<file path="src/rtl/dram_arbiter_pkg.sv">
// DRAM arbiter shared constants: FSM state encodings and default widths.
// Also used by the optional ARB_LOCK_EN build of dram_arbiter.
package dram_arbiter_pkg;
  localparam logic [1:0] ST_IDLE   = 2'd0;
  localparam logic [1:0] ST_ACCESS = 2'd1;
  localparam logic [1:0] ST_RESP   = 2'd2;

  localparam int DEF_CORES  = 4;
  localparam int DEF_DATA_W = 16;
  localparam int DEF_ADDR_W = 12;
endpackage

</file>
<file path="src/rtl/dram_arbiter_rr_picker.sv">
// Combinational round-robin pick: first unmasked requester at or after rr_ptr,
// wrapping modulo CORES. Returns one-hot grant, its index and a found flag.
module dram_arbiter_rr_picker
  import dram_arbiter_pkg::*;
#(
  parameter int CORES = DEF_CORES,
  parameter int PTR_W = $clog2(DEF_CORES)
) (
  input  logic [CORES-1:0] req,
  input  logic [CORES-1:0] mask,
  input  logic [PTR_W-1:0] rr_ptr,
  output logic [CORES-1:0] gnt,
  output logic [PTR_W-1:0] idx,
  output logic             any
);
  logic [CORES-1:0] elig;
  logic [PTR_W:0]   sum;
  logic [PTR_W-1:0] pos;

  always_comb begin
    gnt  = '0;
    idx  = '0;
    any  = 1'b0;
    sum  = '0;
    pos  = '0;
    elig = req & ~mask;
    for (int i = 0; i < CORES; i++) begin
      // One extra bit holds rr_ptr+i before the modulo wrap.
      sum = {1'b0, rr_ptr} + (PTR_W+1)'(i);
      if (sum >= (PTR_W+1)'(CORES)) sum = sum - (PTR_W+1)'(CORES);
      pos = sum[PTR_W-1:0];
      if (!any && elig[pos]) begin
        any      = 1'b1;
        idx      = pos;
        gnt[pos] = 1'b1;
      end
    end
  end
endmodule

</file>
<file path="src/rtl/dram_arbiter.sv">
// Round-robin arbiter serialising CORES cores onto one single-port DRAM.
// Optional ARB_LOCK_EN adds core_lock for atomic back-to-back ownership.
module dram_arbiter
  import dram_arbiter_pkg::*;
#(
  parameter int CORES  = DEF_CORES,
  parameter int DATA_W = DEF_DATA_W,
  parameter int ADDR_W = DEF_ADDR_W
) (
  input  logic                     clock,
  input  logic                     reset,
  input  logic [CORES-1:0]         core_req,
  input  logic [CORES-1:0]         core_we,
  input  logic [CORES*ADDR_W-1:0]  core_addr,
  input  logic [CORES*DATA_W-1:0]  core_wdata,
`ifdef ARB_LOCK_EN
  input  logic [CORES-1:0]         core_lock,
`endif
  output logic [CORES-1:0]         core_gnt,
  output logic [CORES-1:0]         core_done,
  output logic [DATA_W-1:0]        core_rdata,
  output logic                     mem_en,
  output logic                     mem_we,
  output logic [ADDR_W-1:0]        mem_addr,
  output logic [DATA_W-1:0]        mem_wdata,
  input  logic [DATA_W-1:0]        mem_rdata
);
  localparam int PTR_W = $clog2(CORES);
  localparam logic [CORES-1:0] ONE = {{(CORES-1){1'b0}}, 1'b1};

  logic [ADDR_W-1:0] addr_a  [CORES];
  logic [DATA_W-1:0] wdata_a [CORES];

  for (genvar n = 0; n < CORES; n++) begin : g_unpack
    assign addr_a[n]  = core_addr[n*ADDR_W +: ADDR_W];
    assign wdata_a[n] = core_wdata[n*DATA_W +: DATA_W];
  end

  logic [1:0]        state_q, state_d;
  logic [PTR_W-1:0]  ptr_q, ptr_d;
  logic [PTR_W-1:0]  win_q, win_d;
  logic [CORES-1:0]  gnt_q, gnt_d;
  logic [CORES-1:0]  done_q, done_d;
  logic [DATA_W-1:0] rdata_q, rdata_d;
  logic              en_q, en_d;
  logic              we_q, we_d;
  logic              txn_we_q, txn_we_d;
  logic [ADDR_W-1:0] addr_q, addr_d;
  logic [DATA_W-1:0] wdata_q, wdata_d;
`ifdef ARB_LOCK_EN
  logic              lock_vld_q, lock_vld_d;
  logic [PTR_W-1:0]  lock_own_q, lock_own_d;
`endif

  logic [CORES-1:0]  pick_mask, pick_gnt;
  logic [PTR_W-1:0]  pick_idx;
  logic              pick_any;

  // A core's request is ignored in its done cycle so a lagging req can't re-win.
  always_comb begin
    pick_mask = done_q;
`ifdef ARB_LOCK_EN
    if (lock_vld_q) pick_mask = ~(ONE << lock_own_q);
`endif
  end

  dram_arbiter_rr_picker #(.CORES(CORES), .PTR_W(PTR_W)) u_picker (
    .req    (core_req),
    .mask   (pick_mask),
    .rr_ptr (ptr_q),
    .gnt    (pick_gnt),
    .idx    (pick_idx),
    .any    (pick_any)
  );

  always_comb begin
    state_d  = state_q;
    ptr_d    = ptr_q;
    win_d    = win_q;
    gnt_d    = gnt_q;
    done_d   = '0;
    rdata_d  = rdata_q;
    en_d     = 1'b0;
    we_d     = 1'b0;
    txn_we_d = txn_we_q;
    addr_d   = addr_q;
    wdata_d  = wdata_q;
`ifdef ARB_LOCK_EN
    lock_vld_d = lock_vld_q;
    lock_own_d = lock_own_q;
`endif
    case (state_q)
      ST_IDLE: begin
`ifdef ARB_LOCK_EN
        if (lock_vld_q && !core_req[lock_own_q] && !core_lock[lock_own_q])
          lock_vld_d = 1'b0;
`endif
        if (pick_any) begin
          state_d  = ST_ACCESS;
          win_d    = pick_idx;
          gnt_d    = pick_gnt;
          en_d     = 1'b1;
          we_d     = core_we[pick_idx];
          txn_we_d = core_we[pick_idx];
          addr_d   = addr_a[pick_idx];
          wdata_d  = wdata_a[pick_idx];
        end
      end
      ST_ACCESS: state_d = ST_RESP;
      ST_RESP: begin
        state_d = ST_IDLE;
        gnt_d   = '0;
        done_d  = gnt_q;
        // Registered RAM: read data is valid in the cycle after the strobe.
        if (!txn_we_q) rdata_d = mem_rdata;
        ptr_d = (win_q == PTR_W'(CORES-1)) ? '0 : win_q + 1'b1;
`ifdef ARB_LOCK_EN
        if (core_lock[win_q]) begin
          lock_vld_d = 1'b1;
          lock_own_d = win_q;
          ptr_d      = ptr_q;
        end else begin
          lock_vld_d = 1'b0;
        end
`endif
      end
      default: state_d = ST_IDLE;
    endcase
  end

  always_ff @(posedge clock) begin
    if (reset) begin
      state_q  <= ST_IDLE;
      ptr_q    <= '0;
      win_q    <= '0;
      gnt_q    <= '0;
      done_q   <= '0;
      rdata_q  <= '0;
      en_q     <= 1'b0;
      we_q     <= 1'b0;
      txn_we_q <= 1'b0;
      addr_q   <= '0;
      wdata_q  <= '0;
`ifdef ARB_LOCK_EN
      lock_vld_q <= 1'b0;
      lock_own_q <= '0;
`endif
    end else begin
      state_q  <= state_d;
      ptr_q    <= ptr_d;
      win_q    <= win_d;
      gnt_q    <= gnt_d;
      done_q   <= done_d;
      rdata_q  <= rdata_d;
      en_q     <= en_d;
      we_q     <= we_d;
      txn_we_q <= txn_we_d;
      addr_q   <= addr_d;
      wdata_q  <= wdata_d;
`ifdef ARB_LOCK_EN
      lock_vld_q <= lock_vld_d;
      lock_own_q <= lock_own_d;
`endif
    end
  end

  assign core_gnt   = gnt_q;
  assign core_done  = done_q;
  assign core_rdata = rdata_q;
  assign mem_en     = en_q;
  assign mem_we     = we_q;
  assign mem_addr   = addr_q;
  assign mem_wdata  = wdata_q;
endmodule

</file>
<file path="config.mk">
export PLATFORM = sky130hd
export DESIGN_NAME = dram_arbiter
export DESIGN_NICKNAME = d
export VERILOG_FILES = /design/src/rtl/dram_arbiter_pkg.sv /design/src/rtl/dram_arbiter_rr_picker.sv /design/src/rtl/dram_arbiter.sv
export SDC_FILE = /design/constraint.sdc
export NUM_CORES = 1
export LEC_CHECK = 0
export ABC_AREA = 1
export CAP_MARGIN = 30
export CELL_PAD_IN_SITES_DETAIL_PLACEMENT = 0
export CELL_PAD_IN_SITES_GLOBAL_PLACEMENT = 2
export CORE_ASPECT_RATIO = 1.5
export CORE_UTILIZATION = 21
export CTS_CLUSTER_DIAMETER = 60
export CTS_CLUSTER_SIZE = 14
export DETAILED_ROUTE_END_ITERATION = 6
export PLACE_DENSITY_LB_ADDON = 0.1
export REMOVE_ABC_BUFFERS = 1
export SYNTH_ARGS = -nofsm -noshare
export SYNTH_HDL_FRONTEND = slang
export SYNTH_SLANG_ARGS = --single-unit
</file>
<file path="constraint.sdc">
create_clock -name clock -period 4.4 [get_ports clock]
set_input_delay 0.66 -clock clock [delete_from_list [all_inputs] [get_ports clock]]
set_output_delay 0.66 -clock clock [all_outputs]
set_load 0.05 [all_outputs]
</file>
==> flow_metrics.tcl <==
set metrics [dict create \
    synth.distinct_cells 25 \
    track_usage_pct 14.6 \
    fillCellCount 2108 \
    numPortBuffers 191 \
    ctsHoldBuffers 0 \
    p_int_w 0.00166 \
    setup_viol 0 \
    antenna_found_initial 1 \
    viasPerCell 4.23 \
    num_vias 4640 \
    final_cell_area_mm2 0.00636 \
    dieArea_mm2 0.0194 \
    critPathArrivalTime_ns 3.34 \
    async_reset_ff_share_pct 0 \
    p_clk_share_pct 26.4 \
    gp_congestion 0.728 \
    coreArea_mm2 0.0185 \
    final_hold_viol_count 0 \
    endpoint_kind "flip-flop" \
    final-max-slew-violation-count 0 \
    use_met3_pct 4.42 \
    die_w_um 114 \
    grt_max_degree 59 \
    synth_seq_area_share_pct 30.9 \
    numCtsBuffers 9 \
    required_ns 4.68 \
    syn_area_mm2 0.00395 \
    die_y_um 170 \
    maxCapViolCount 0 \
    drtIter0Drc 168 \
    grt_use_met2_pct 28.2 \
    synth_edf_count 0 \
    tightestPinTransition_ns 0.648 \
    worstHoldPathType "flip-flop to flip-flop" \
    net-switching-power_w 0.00126 \
    finalCritPeriodShare_pct 69.4 \
    cts.clk_slew.worst_paths_ns 0.06 \
    syn-instance-count 672 \
    tritoncts "done" \
    holdWs_ns 0.442 \
    clock_latency_ns 0.33 \
    fin_nets 987 \
    rr_worst_depth 15 \
    design.portCount 192 \
    pwr_density_cell_mw_per_mm2 459 \
    antenna_left 0 \
    drive_gt1_share_pct 4.26 \
    worstSetupPathType "flip-flop to flip-flop" \
    clockBufferDepth 2 \
    syn_area_per_cell_um2 5.88 \
    start_util_pct 21.4 \
    globalRouteOverflowTotal 0 \
    slew_headroom_pct 56.6 \
    fp-row-count 61 \
    grt_use_met1_pct 14.5 \
    post_cts_buffers 0 \
    peakVddDrop_mv 0.170 \
    post-route-min-period_ns 3.05 \
    clockRootBuffer "clkbuf_16" \
    cts-resized-gates 0 \
    combinationalPowerShare_pct 48.9 \
    cts.sinks 61 \
    drtPass1Iterations 4 \
    status "completed" \
    synth_seq_cells 61 \
    cp-start-kind "flip-flop" \
    top_usage_layer "met2" \
    fin_setup_tns_ns 0 \
    max_freq_mhz 328 \
    path_max_fanout 58 \
    routedWlPerCell_um 12.9 \
    htreeDepth 3 \
    ys_warn_count 0 \
    hpwl_um 10200 \
    area_growth_pct 61.1 \
    drt-total-wl_um 14100 \
    swShare_pct 43.0 \
    fin_util_pct 34.5 \
    synthFlopType "dfxtp_1" \
    grt_first_pass_wirelength_um 21700 \
    rsz0062_at_grt "false" \
    hold_depth 2 \
    sequentialPowerShare_pct 24.6 \
    grt_pass1_vias 4442 \
    postPlaceCellArea_mm2 0.00604 \
    skew_ns 0.00440 \
    p_leak_nw 3.06 \
    drc 0 \
]
==> synthesized netlist by cell type (3+ instances only) <==
cell	count	share of area (%)
buf_2	12	1.5
nor2_1	66	6.3
dfxtp_1	61	31
inv_2	3	0.28
nand4_1	4	0.63
nand2_2	4	0.63
a21oi_1	26	3.3
nand3_1	129	16
buf_4	5	0.95
o21ai_0	20	2.5
nand3_2	4	1.0
nand2_1	175	17
o211ai_1	4	0.76
clkbuf_1	19	1.8
ha_1	9	2.8
inv_1	118	11
==> routing by layer <==
metal,part of all wire (%),up-vias
met1,39,2101
met3,6.1,10
met5,0,-
met2,54,116
met4,1.1,0
li1,-,2413
==> power by group through the flow <==
stage                     clock [W]  combinational [W]  sequential, W
after global routing       0.000825            0.00158       0.000734
after CTS                  0.000804            0.00146       0.000721
after floorplan                   0           0.000584        0.00105
after detailed placement          0            0.00145       0.000731
after global placement            0            0.00145       0.000730
final                      0.000773            0.00143       0.000720
==> path summary, 6_finish.rpt <==
check	start	endpoint	slack, ns
setup reg to reg	ptr_q[0]	mem_wdata[0]	1.35
hold / removal	core_rdata[14]	core_rdata[14]	0.44
setup / recovery	ptr_q[0]	mem_wdata[0]	1.35
hold reg to reg	core_rdata[14]	core_rdata[14]	0.44
==> cells by family after synthesis <==
logic type | Yosys count | share of synthesized area [%]
AO/OA/AOI/OAI | 55 | 7.57
adder cells (fa/ha/maj) | 9 | 2.85
buffers and inverters | 161 | 16.5
flip-flops | 61 | 30.9
AND/OR/NAND/NOR | 386 | 42.1
==> worst max-delay path: stages, from the launching register on <==
cell and delay (ns):
dfxtp_1 0.62, inv_2 0.21, ha_1 0.37, inv_1 0.07, nand3_1 0.09, nand2_2 0.12, nor2_2 0.21, nor2_1 0.07
nand2_2 0.10, buf_4 0.51, nand3_1 0.22, nand2_1 0.13, nand2_1 0.05, nand3_1 0.09, nand2_1 0.05, inv_1 0.04
==> state kept, by name, summed over array words and instances, names as in the netlist <==
name / cells
state_q: 2
ptr_q: 2
mem_we: 1
win_q: 2
mem_en: 1
mem_addr: 12
txn_we_q: 1
mem_wdata: 16
core_rdata: 16
core_gnt: 4
core_done: 4
==> stage by stage <==
step | std cells | total power (W) | worst slack (ns)
2_1_floorplan | 632 | 0.00163 | 1.15
3_3_place_gp | 1081 | 0.00218 | 1.26
3_5_place_dp | 1081 | 0.00218 | 1.28
4_1_cts | 1097 | 0.00298 | 1.34
5_1_grt | 1098 | 0.00313 | 1.01
6_report | 1098 | 0.00292 | 1.35
==> final cells by class <==
cell class,count,area (um2),area share (%)
flip-flops and latches,61,1220,19.2
multi-input cells,450,2080,32.6
repair buffers,197,1970,30.9
well taps,252,315,4.95
diodes,1,2.50,0.0393
inverters,121,454,7.14
clock inverters,7,98.8,1.55
clock buffers,9,225,3.54
==> layout by cell type, fill, tap and decap left out <==
master / count
a21oi_1: 26
buf_12: 1
buf_4: 5
bufinv_16: 2
clkbuf_16: 9
clkdlybuf4s50_1: 191
clkinv_2: 1
clkinv_4: 2
clkinvlp_4: 1
dfxtp_1: 61
diode_2: 1
ha_1: 9
inv_1: 118
inv_2: 3
inv_6: 1
nand2_1: 175
nand2_2: 4
nand3_1: 129
nand3_2: 4
nand3b_1: 1
nand4_1: 4
nor2_1: 66
nor2_2: 1
nor3_1: 1
o211ai_1: 4
o21ai_0: 20
o21ai_2: 1
o22ai_1: 2
o32ai_1: 2
or2_2: 1
(Power assumes the default switching activity.)
